### src/rtl/seg_scan_driver_if.sv
// Bus between the score pipeline and the 4-digit 7-segment scan driver.
// The master side supplies BCD digits, a load strobe and a blank request.
// The slave side (the driver) returns the anode, cathode and dp drives
// plus the current scan index.
interface seg_scan_driver_if;
  logic [3:0] thous;
  logic [3:0] hund;
  logic [3:0] tens;
  logic [3:0] units;
  logic       load;
  logic       blank;
  logic [3:0] an;
  logic [6:0] seg;
  logic       dp;
  logic [1:0] digit_idx;

  modport master (
    output thous, hund, tens, units, load, blank,
    input  an, seg, dp, digit_idx
  );

  modport slave (
    input  thous, hund, tens, units, load, blank,
    output an, seg, dp, digit_idx
  );
endinterface

### src/rtl/seg_scan_driver.sv
// seg_scan_driver: time-multiplexed driver for a 4-digit common-anode
// 7-segment display. A prescaler divides the clock into digit slots of
// REFRESH_DIV cycles. The first cycle of every slot is dead time with all
// anodes off, which suppresses ghosting. Anode and cathode drives are
// registered, so they lag the internal state by one cycle.
// Optional feature: define SEG_LZ_BLANK_EN to blank leading zeros.
module seg_scan_driver #(
  parameter int REFRESH_DIV = 100000
) (
  input  logic              clk,
  input  logic              rst,
  seg_scan_driver_if.slave  bus
);

  localparam int                 CNT_W    = $clog2(REFRESH_DIV);
  localparam logic [CNT_W-1:0]   CNT_LAST = CNT_W'(REFRESH_DIV - 1);

  logic [CNT_W-1:0] r_cnt;
  logic [1:0]       r_idx;
  logic [3:0]       r_dig [4];   // shadow digits, index 0 = units
  logic [3:0]       r_an;
  logic [6:0]       r_seg;

  logic             w_wrap;
  logic [3:0]       w_cur_dig;
  logic             w_supp;
  logic [3:0]       w_an_nxt;
  logic [6:0]       w_seg_nxt;

  // BCD to active-low {g,f,e,d,c,b,a}; anything above 9 shows a dash
  function automatic logic [6:0] bcd_to_seg(input logic [3:0] d);
    logic [6:0] s;
    case (d)
      4'd0:    s = 7'h40;
      4'd1:    s = 7'h79;
      4'd2:    s = 7'h24;
      4'd3:    s = 7'h30;
      4'd4:    s = 7'h19;
      4'd5:    s = 7'h12;
      4'd6:    s = 7'h02;
      4'd7:    s = 7'h78;
      4'd8:    s = 7'h00;
      4'd9:    s = 7'h10;
      default: s = 7'h3F;
    endcase
    return s;
  endfunction

  assign w_wrap = (r_cnt == CNT_LAST);

  // Select the digit for the current slot and decide the next anode/cathode drive
  always_comb begin
    w_cur_dig = r_dig[r_idx];
    w_supp    = 1'b0;
`ifdef SEG_LZ_BLANK_EN
    // A digit is a leading zero when it and every more significant digit are 0
    case (r_idx)
      2'd3:    w_supp = (r_dig[3] == 4'd0);
      2'd2:    w_supp = (r_dig[3] == 4'd0) && (r_dig[2] == 4'd0);
      2'd1:    w_supp = (r_dig[3] == 4'd0) && (r_dig[2] == 4'd0) && (r_dig[1] == 4'd0);
      default: w_supp = 1'b0;
    endcase
`endif
    w_an_nxt  = ((r_cnt == '0) || bus.blank) ? 4'b1111 : ~(4'b0001 << r_idx);
    w_seg_nxt = w_supp ? 7'h7F : bcd_to_seg(w_cur_dig);
  end

  // Prescaler and scan index; a load never disturbs the scan timing
  always_ff @(posedge clk) begin
    if (rst) begin
      r_cnt <= '0;
      r_idx <= 2'd0;
    end else if (w_wrap) begin
      r_cnt <= '0;
      r_idx <= r_idx + 2'd1;
    end else begin
      r_cnt <= r_cnt + 1'b1;
    end
  end

  // Shadow digit registers; reset wins over a coincident load
  always_ff @(posedge clk) begin
    if (rst) begin
      for (int i = 0; i < 4; i++) r_dig[i] <= 4'd0;
    end else if (bus.load) begin
      r_dig[0] <= bus.units;
      r_dig[1] <= bus.tens;
      r_dig[2] <= bus.hund;
      r_dig[3] <= bus.thous;
    end
  end

  // Output registers: one cycle behind the scan state
  always_ff @(posedge clk) begin
    if (rst) begin
      r_an  <= 4'b1111;
      r_seg <= 7'h7F;
    end else begin
      r_an  <= w_an_nxt;
      r_seg <= w_seg_nxt;
    end
  end

  assign bus.an        = r_an;
  assign bus.seg       = r_seg;
  assign bus.dp        = 1'b1;
  assign bus.digit_idx = r_idx;

endmodule
### src/flat_wrapper.sv
// flat-port wrapper written by rule: the top's interface ports become plain ports
module seg_scan_driver_flat 
#(
  parameter int REFRESH_DIV = 100000
)
  (clk, rst, bus_thous, bus_hund, bus_tens, bus_units, bus_load, bus_blank, bus_an, bus_seg, bus_dp, bus_digit_idx);
  seg_scan_driver_if bus_i ();
  input  logic clk;
  input  logic rst;
  input wire logic [$bits(bus_i.thous)-1:0] bus_thous;
  input wire logic [$bits(bus_i.hund)-1:0] bus_hund;
  input wire logic [$bits(bus_i.tens)-1:0] bus_tens;
  input wire logic [$bits(bus_i.units)-1:0] bus_units;
  input wire logic [$bits(bus_i.load)-1:0] bus_load;
  input wire logic [$bits(bus_i.blank)-1:0] bus_blank;
  output wire logic [$bits(bus_i.an)-1:0] bus_an;
  output wire logic [$bits(bus_i.seg)-1:0] bus_seg;
  output wire logic [$bits(bus_i.dp)-1:0] bus_dp;
  output wire logic [$bits(bus_i.digit_idx)-1:0] bus_digit_idx;
  assign bus_i.thous = bus_thous;
  assign bus_i.hund = bus_hund;
  assign bus_i.tens = bus_tens;
  assign bus_i.units = bus_units;
  assign bus_i.load = bus_load;
  assign bus_i.blank = bus_blank;
  assign bus_an = bus_i.an;
  assign bus_seg = bus_i.seg;
  assign bus_dp = bus_i.dp;
  assign bus_digit_idx = bus_i.digit_idx;
  seg_scan_driver #(.REFRESH_DIV(REFRESH_DIV)) u_core (.clk(clk), .rst(rst), .bus(bus_i));
endmodule
### config.mk
export PLATFORM = sky130hd
export DESIGN_NAME = seg_scan_driver_flat
export DESIGN_NICKNAME = d
export VERILOG_FILES = /design/src/rtl/seg_scan_driver_if.sv /design/src/rtl/seg_scan_driver.sv /design/src/flat_wrapper.sv
export SDC_FILE = /design/constraint.sdc
export NUM_CORES = 1
export LEC_CHECK = 0
export ABC_AREA = 0
export BUFFER_PORTS_ARGS = -buffer_cell sky130_fd_sc_hd__buf_2
export CAP_MARGIN = 20
export CORE_AREA = 5 5 81 83
export CTS_BUF_LIST = sky130_fd_sc_hd__clkbuf_8
export DETAILED_ROUTE_END_ITERATION = 16
export DIE_AREA = 0 0 86 88
export PLACE_DENSITY_LB_ADDON = 0.2
export RECOVER_POWER = 100
export SLEW_MARGIN = 20
export SYNTH_ARGS = -nofsm -noshare
export SYNTH_HDL_FRONTEND = slang
export SYNTH_SLANG_ARGS = --single-unit
### constraint.sdc
create_clock -name clk -period 2.27 [get_ports clk]
set_input_delay 0.227 -clock clk [delete_from_list [all_inputs] [get_ports clk]]
set_output_delay 0.227 -clock clk [all_outputs]
set_load 0.03 [all_outputs]
==> summary.md, run 1 <==
| Metric | Value |
|---|---|
| Outcome | finished clean |
| Post-DP HPWL | 2690 um |
| Top-area cell type share of the netlist area | 30.0% |
| Worst path top cell family by delay | simple AND/OR/NAND/NOR gates |
| DIE AREA | 7570 um^2 |
| Fin crit share | about nine tenths |
| GRT Util Overall | 10.6% |
| Hold bufs inserted after CTS | 0 |
| DR iter-0 viols | between 60 and 70 |
| Number of diodes | 0 |
| Syn Nets | 232 |
| PostCTS Resize Cnt | 0 |
| H-tree level count | 2 |
| Largest net degree at the start of global routing | 17 |
| Final-report hold violation count | 0 |
| Setup TNS | 0 ns |
| CP endpoint kind | flip-flop |
| Cells after Synth | ~200 |
| Crit-path slowest cell | or4_4 |
| Worst path most repeated cell | or4_4 |
| CP required | 2.45 ns |
| Detail Route Antenna Nets | 0 |
| Worst path arrival time | roughly 2.3 ns |
| First-pass GRT wire length | 6300 um |
| CTS sink cnt | 48 |
| Period minus WS final | between 2 and 2.5 ns |
| CP max stage delay | 0.53 ns |
| Crit-path max FO | 16 |
| Worst Hold Class | in2reg |
| Crit-path cells | or4_4, or4_4, o21bai_2, clkbuf_2, nor2_1 |
| Total number of vias | roughly 1,500 |
| Vias per std cell | roughly 4.7 |
| Max frequency | 0.484 GHz |
| # setup viols final | 0 |
| # rows | 28 |
| CTS tree | yes |
| YS warnings | 0 |
| Setup Fix Bufs, Post-CTS | 0 |
| Share of cells above drive strength 1 | between 10% and 20% |
| Top_reg_cell synth | dfxtp_1 |
| Pre-Repair DR Iteration Count | 4 |
| Dominant cells by area after synthesis | dfxtp_1, edfxtp_1, ha_1 |
| Unrepaired setup endpoints after global routing | false |
| Final instance area | approximately 2500 um^2 |
| Fin nets | around 270 |
| Pins over their slew limit | 0 |
| Leakage | about 0.9 nW |
| Root Driver | clkbuf_8 |
| Mapped Area | roughly 2100 um^2 |
| Number of port buffers | 32 |
| Power Density | 703 nW/um^2 |
| Transition time of the tightest slew-check pin | a little over 1 ns |
| Width of the die | approximately 86 um |
| Final wirelength | 3690 um |
| CTS buffer count | 5 |
| Asr flop ratio synth | 0% |
| Top-Level Pins | 34 |
| Initial antenna violation count | 0 |
| Syn Area/Cell | ~11 um^2 |
| Routed wire per std cell | roughly 12 um |
| Final worst slack | around 0.20 ns |
| Worst Skew | 0.00479 ns |
| Worst setup SP type | flip-flop |
| Worst-Skew Late Latency | ~0.3 ns |
| Drt drc | 0 |
| Post-synth EDFFs | 16 |
| Clk slew on worst S/H paths | around 0.090 ns |
| RD Place Congestion | 0.777 |
| Max-slew headroom | ~30% |
| Max-cap violations | 0 |
| Layout Area Growth over Synthesis | 14.8% |
| FILL cells | approximately 590 |
| Starting density of the core | between 30% and 40% |
| Placement Setup Slack | about 0.32 ns |
| Core Area | between 5000 and 6000 um^2 |
| WS Path Type | reg2reg |
| Leading area contributor after synthesis | dfxtp_1 |
| Clock Tree Buf Depth | 2 |
| Vias in the first global route | roughly 1,400 |
| Synth unique cells | 34 |
| Worst vdd ir | 0.285 mV |
| Register bit count reported by yosys | 48 |
| Worst Hold Slack | between 0.15 and 0.2 ns |
| Die Height | between 80 and 90 um |
| Bufs and invs on worst path | 1 |
| GRT Residual Overflow | 0 |
| Placed Area | between 2000 and 2500 um^2 |
| Sequential fraction of the synthesis area | 52.5% |
## synthesized netlist by cell type (4+ instances only)
cell and n:
a21oi_1 11, and2_1 17, dfxtp_1 32, edfxtp_1 16
ha_1 11, inv_1 13, mux4_2 4, nand2_1 15
nand3_1 4, nand4_1 6, nor2_1 14, o21ai_0 11
or3_1 7, xor2_1 8
## cells by family after synthesis
logic type	synth area share, %
xor gates and xnor gates	3.69
DFF	52.5
adders and majority gates	6.44
muxes	5.15
other	0.175
and+or+nand+nor	20.4
buffers and inverters	4.22
AOI/OAI and AO/OA	7.49
## tightest hold or removal path, cell delays in order
cell,delay (ns)
buf_2,0.08
a311oi_1,0.08
nand2_1,0.07
## per-layer routing
layer  vias to the layer above  GRT usage (%)  wire length, um
met1                       646           14.1             1800
li1                        766              -                -
met3                         4           3.76              251
met5                         -              0                0
met4                         0           4.75               35
met2                        40           15.6             1600
## registers in the layout, summed over array words and instances, names as in the netlist, named ones only
name,flops
u_core.bus.an,4
u_core.bus.seg,7
u_core.r_cnt,17
u_core.bus.digit_idx,2
u_core.r_dig,16
## cell usage in the layout (no fill, tap or decap), types with 3 or more instances in the layout
cell type	netlist	final
inv_1	13	13
buf_2	0	18
clkbuf_1	3	14
nor2_1	14	14
and2_0	0	15
nand3_1	4	4
a21oi_1	11	11
o21ai_0	11	11
mux4_2	4	4
edfxtp_1	16	16
or4_1	3	3
or3_1	7	7
xor2_1	8	8
ha_1	11	11
nand2_1	15	15
o31ai_1	3	3
clkbuf_8	0	5
nand4_1	6	6
dfxtp_1	32	32
## where the power goes
| part | switching (mW) | leakage, nW | internal (mW) |
|---|---|---|---|
| sequential | 0.0132 | 0.433 | 0.931 |
| clock | 0.296 | 0.0583 | 0.332 |
| combinational | 0.0971 | 0.420 | 0.0561 |
## path summary, 6_finish.rpt
kind                            slack [ns]               end  cells past startpoint       startpoint
worst max-delay path                  0.20   u_core.r_cnt[5]                      5  u_core.r_cnt[6]
worst min-delay path                  0.18  u_core.bus.an[3]                      3        bus_blank
worst min register to register        0.47   u_core.r_cnt[0]                      1  u_core.r_cnt[0]
worst max register to register        0.20   u_core.r_cnt[5]                      5  u_core.r_cnt[6]
## layout make-up
class | instances | area, um^2 | area share, %
flip-flops and latches | 48 | 1120 | 45.7
repair buffers | 33 | 148 | 6.02
clock inverters | 3 | 47.5 | 1.94
inverters | 13 | 48.8 | 1.99
multi-input cells | 134 | 926 | 37.7
well taps | 75 | 93.8 | 3.82
clock buffers | 5 | 68.8 | 2.80
## stage by stage
step | util, % | std cells | total power [mW]
global placement | 40.8 | 303 | 1.12
global route | 42.4 | 311 | 1.81
CTS | 42.8 | 311 | 1.76
floorplan | - | 201 | 1.08
detailed placement | 40.8 | 303 | 1.13
finish | 42.4 | 311 | 1.73
No activity file was read; power rests on OpenSTA's default activity.
==> run 2, diff against run 1 <==
Settings changed: CORE_AREA 5 5 81 83 to 5 5 76 78, DIE_AREA 0 0 86 88 to 0 0 81 83.
==> summary.md, run 2 (synthesis gave the netlist of run 1 again) <==
| Metric | Value |
|---|---|
| Outcome | finished clean |
| H-tree level count | 2 |
| First-pass GRT wire length | 6000 um |
| CTS tree | yes |
| Number of port buffers | 32 |
| Initial antenna violation count | 0 |
| Share of cells above drive strength 1 | a little over an eighth |
| Worst path arrival time | around 2.3 ns |
| Worst path top cell family by delay | simple AND/OR/NAND/NOR gates |
| # setup viols final | 0 |
| Number of diodes | 0 |
| Clk slew on worst S/H paths | approximately 0.09 ns |
| Placed Area | 2350 um^2 |
| FILL cells | 519 |
| Leakage | about 0.9 nW |
| RD Place Congestion | 0.765 |
| Crit-path cells | or4_1, or4_1, or3_1, a21oi_1 |
| WS Path Type | reg2reg |
| Hold bufs inserted after CTS | 0 |
| Commonest cells after routing, fill and taps aside | dfxtp_1, buf_2, edfxtp_1, nand2_1 |
| Max-cap violations | 0 |
| Commonest non-fill, non-tap cell in the layout | dfxtp_1 |
| Vias in the first global route | 1,336 |
| Register area | approximately 1100 um^2 |
| Power Density | ~700 nW/um^2 |
| Final-report hold violation count | 0 |
| Post-DP HPWL | about 2600 um |
| WL met1 | 1790 um |
| Crit-path slowest cell | or4_1 |
| Max frequency | just under 0.5 GHz |
| Setup Fix Bufs, Post-CTS | 0 |
| Setup TNS | 0 ns |
| Tot Pwr | 1.71 mW |
| CTS sink cnt | 48 |
| Worst Hold Slack | 0.160 ns |
| Pre-Repair DR Iteration Count | 4 |
| Total number of vias | 1,463 |
| GRT Util Overall | between 10% and 20% |
| Placement Setup Slack | around 0.29 ns |
| Top layer reached by signal wires | met4 |
| Multi-input gate area | between 900 and 1000 um^2 |
| Worst vdd ir | ~0.24 mV |
| Layout Area Growth over Synthesis | 14.1% |
| Crit-path max FO | 8 |
| Vias per std cell | 4.78 |
| CP max stage delay | approximately 0.56 ns |
| # rows | 26 |
| Final instance area | ~2400 um^2 |
| Worst setup SP type | flip-flop |
| CP required | between 2 and 2.5 ns |
| CP endpoint kind | flip-flop |
| Period minus WS final | 2.05 ns |
| Fin crit share | about 90% |
| Worst Hold Class | in2reg |
| CTS buffer count | 5 |
| Final wirelength | between 3000 and 4000 um |
| Worst-Skew Late Latency | about 0.3 ns |
| Wire length on met2 | 1500 um |
| DIE AREA | slightly below 7000 um^2 |
| Clock Tree Buf Depth | 2 |
| Worst path most repeated cell | or4_1 |
| Root Driver | clkbuf_8 |
| Top-Level Pins | 34 |
| Largest Register | u_core.r_cnt |
| DR iter-0 viols | 77 |
| Die Height | 83 um |
| Max reg flops | 17 |
| WL met3 | approximately 160 um |
| Transition time of the tightest slew-check pin | between 1 and 1.5 ns |
| Width of the die | roughly 81 um |
| Final worst slack | ~0.22 ns |
| Bufs and invs on worst path | 0 |
| Drt drc | 0 |
| PostCTS Resize Cnt | 0 |
| Core Area | roughly 5000 um^2 |
| Unrepaired setup endpoints after global routing | false |
| Detail Route Antenna Nets | 0 |
| Largest net degree at the start of global routing | 17 |
| Pins over their slew limit | 0 |
| Starting density of the core | 42.7% |
| Max-slew headroom | between 30% and 40% |
| GRT Residual Overflow | 0 |
| Core Util, Final | between 40% and 50% |
| Placed cells | between 200 and 300 |
| Worst Skew | 0.00420 ns |
| Fin nets | between 200 and 300 |
| Fin cells | just over 300 |
| Routed wire per std cell | 11.6 um |
==> run 2: final cells by class <==
cell class / count / area share [%]
Sequential cell: 48 / 46.0
Multi-Input combinational cell: 134 / 37.7
Timing Repair Buffer: 33 / 6.16
Tap cell: 70 / 3.59
Clock buffer: 5 / 2.82
Inverter: 13 / 2.00
Clock inverter: 3 / 1.75
==> run 2: report_power, final <==
group	internal [mW]	switching, mW
clock network	0.326	0.284
registers	0.931	0.0129
logic	0.0568	0.0971
==> run 2: metal layers <==
| layer | vias to the layer above | GRT usage [%] |
|---|---|---|
| met3 | 10 | 2.81 |
| li1 | 766 | - |
| met4 | 0 | 7.83 |
| met2 | 32 | 16.1 |
| met1 | 655 | 15.6 |
| met5 | - | 0 |
==> run 2: worst register-to-register path: cells and delay by family, from the launching register on <==
family / cells / cell delay, ns
compound gates: 1 / 0.19
simple gates: 3 / 1.41
flops: 1 / 0.39
==> run 2: worst paths after layout <==
kind / from / to / slack (ns) / depth (start not counted)
setup / recovery: u_core.r_cnt[5] / flip-flop / 0.22 / 4
hold / removal: bus_blank / u_core.bus.an[3] / 0.16 / 3
setup reg to reg: u_core.r_cnt[5] / flip-flop / 0.22 / 4
hold reg to reg: u_core.r_cnt[0] / u_core.r_cnt[0] / 0.46 / 1
==> run 3, diff against run 2 <==
--- a/config.mk
+++ b/config.mk
@@ -7,4 +7,5 @@
 export LEC_CHECK = 0
 export ABC_AREA = 0
+export ABC_CLOCK_PERIOD_IN_PS = 2270
 export BUFFER_PORTS_ARGS = -buffer_cell sky130_fd_sc_hd__buf_2
 export CAP_MARGIN = 20
@@ -13,5 +14,5 @@
 export DETAILED_ROUTE_END_ITERATION = 16
 export DIE_AREA = 0 0 81 83
-export PLACE_DENSITY_LB_ADDON = 0.2
+export PLACE_DENSITY = 0.67
 export RECOVER_POWER = 100
 export SLEW_MARGIN = 20
==> constraint.sdc (replaced) <==
create_clock -name clk -period 2.27 [get_ports clk]
set_input_delay 0.227 -clock clk [delete_from_list [all_inputs] [get_ports clk]]
set_output_delay 0.227 -clock clk [all_outputs]
set_load 0.02 [all_outputs]
==> summary.md, run 3 (synthesis gave the netlist of run 1 again) <==
| Metric | Value |
|---|---|
| Outcome | finished clean |
| Clk slew on worst S/H paths | around 0.090 ns |
| Largest Register | u_core.r_cnt |
| Tot Pwr | 1.69 mW |
| CP required | between 2 and 2.5 ns |
| Starting density of the core | between 40% and 50% |
| Commonest cells after routing, fill and taps aside | dfxtp_1, buf_2, edfxtp_1, nand2_1 |
| Unrepaired setup endpoints after global routing | false |
| Fin nets | approximately 270 |
| Worst path most repeated cell | or4_4 |
| Reg2reg start | u_core.r_cnt[6] |
| First-pass GRT wire length | 6100 um |
| Pins over their slew limit | 0 |
| Critical Path Start | u_core.r_cnt[6] |
| PostCTS Resize Cnt | 0 |
| # setup viols final | 0 |
| CP endpoint kind | flip-flop |
| Largest net degree at the start of global routing | 17 |
| Total number of vias | 1,438 |
| Power Density | ~690 nW/um^2 |
| Max frequency | approximately 0.5 GHz |
| DR iter-0 viols | 108 |
| Worst Skew | ~0.011 ns |
| Worst setup SP type | flip-flop |
| CTS sink cnt | 48 |
| GRT Residual Overflow | 0 |
| GRT Util Overall | 11.5% |
| Worst path arrival time | approximately 2.2 ns |
| Setup Fix Bufs, Post-CTS | 0 |
| Crit-path cells | or4_4, or4_4, o21bai_2, clkbuf_2, nor2_1 |
| Top-Level Pins | 34 |
| Worst vdd ir | between 0.3 and 0.4 mV |
| Vias in the first global route | 1,349 |
| CTS buffer count | 5 |
| Max-slew headroom | between 20% and 30% |
| # rows | 26 |
| Transition time of the tightest slew-check pin | 1.10 ns |
| Drt drc | 0 |
| Clock Tree Buf Depth | 2 |
| Width of the die | 81 um |
| Hold Path Origin | bus_blank |
| Number of diodes | 0 |
| Vias per std cell | 4.70 |
| Period minus WS final | roughly 2.0 ns |
| Final wirelength | 3550 um |
| H-tree level count | 2 |
| Setup TNS | 0 ns |
| Worst-Skew Late Latency | roughly 0.30 ns |
| Share of cells above drive strength 1 | 14.4% |
| WS Path Type | reg2reg |
| Post-DP HPWL | between 2000 and 3000 um |
| Leakage | 0.911 nW |
| RD Place Congestion | 0.839 |
| Crit-path slowest cell | or4_4 |
| Max-cap violations | 0 |
| Commonest non-fill, non-tap cell in the layout | dfxtp_1 |
| Hold bufs inserted after CTS | 0 |
| Layout Area Growth over Synthesis | 14.3% |
| Routed wire per std cell | 11.6 um |
| DIE AREA | 6720 um^2 |
| Crit-path max FO | 16 |
| CTS tree | yes |
| Worst Hold Class | in2reg |
| Fin crit share | 90.3% |
| Number of port buffers | 32 |
| Core Area | about 5000 um^2 |
| Max reg flops | 17 |
| Die Height | a little over 80 um |
| Initial antenna violation count | 0 |
| Pre-Repair DR Iteration Count | 4 |
| Detail Route Antenna Nets | 0 |
| CP max stage delay | roughly 0.53 ns |
| Root Driver | clkbuf_8 |
| Final-report hold violation count | 0 |
run 3: cell count changes in the layout (fill, tap and decap cells not counted), sizes merged:
cell    before  now
clkbuf      19   20
buf         19   18
run 3: final timing paths:
path	end	slack, ns	cells past startpoint
max	u_core.r_cnt[10]	0.22	5
min	u_core.bus.an[2]	0.19	3
max reg2reg	u_core.r_cnt[10]	0.22	5
min reg2reg	u_core.r_cnt[0]	0.47	1
run 3: worst max-delay path: cells and delay by family, from the launching register on:
kind                   cells  cell delay (ns)
AOI/OAI and AO/OA          1             0.12
buffers and inverters      1             0.31
DFF                        1             0.37
and+or+nand+nor            3             1.13
run 3: area by class of cell:
class / count / area [um^2]
fill: 500 / 2570
sequential: 48 / 1120
multi-input combinational: 134 / 926
timing repair buffer: 33 / 148
tap: 70 / 87.6
clock buffer: 5 / 68.8
inverter: 13 / 48.8
clock inverter: 3 / 42.5
run 3: through the flow:
stage,cells,utilization [%],worst slack (ns),hold WS [ns],cell area [um^2]
CTS,306,49.2,0.271,0.182,2460
floorplan,201,-,0.322,0.366,2140
global placement,298,46.9,0.343,0.440,2350
finish,306,48.8,0.220,0.188,2440
detailed placement,298,46.9,0.313,0.451,2350
global route,306,48.8,0.0902,0.182,2440
run 3: power breakdown:
group	internal, mW	switching (mW)
combinational	0.0560	0.0842
sequential	0.931	0.0139
clock	0.326	0.281
total	1.31	0.379
run 3: routing by layer:
metal / routed length, um / vias to the layer above / GRT usage (%)
met5: 0 / - / 0
met4: 61 / 0 / 5.07
met3: 189 / 5 / 3.25
met2: 1450 / 31 / 15.7
met1: 1850 / 638 / 16.6
li1: - / 764 / -
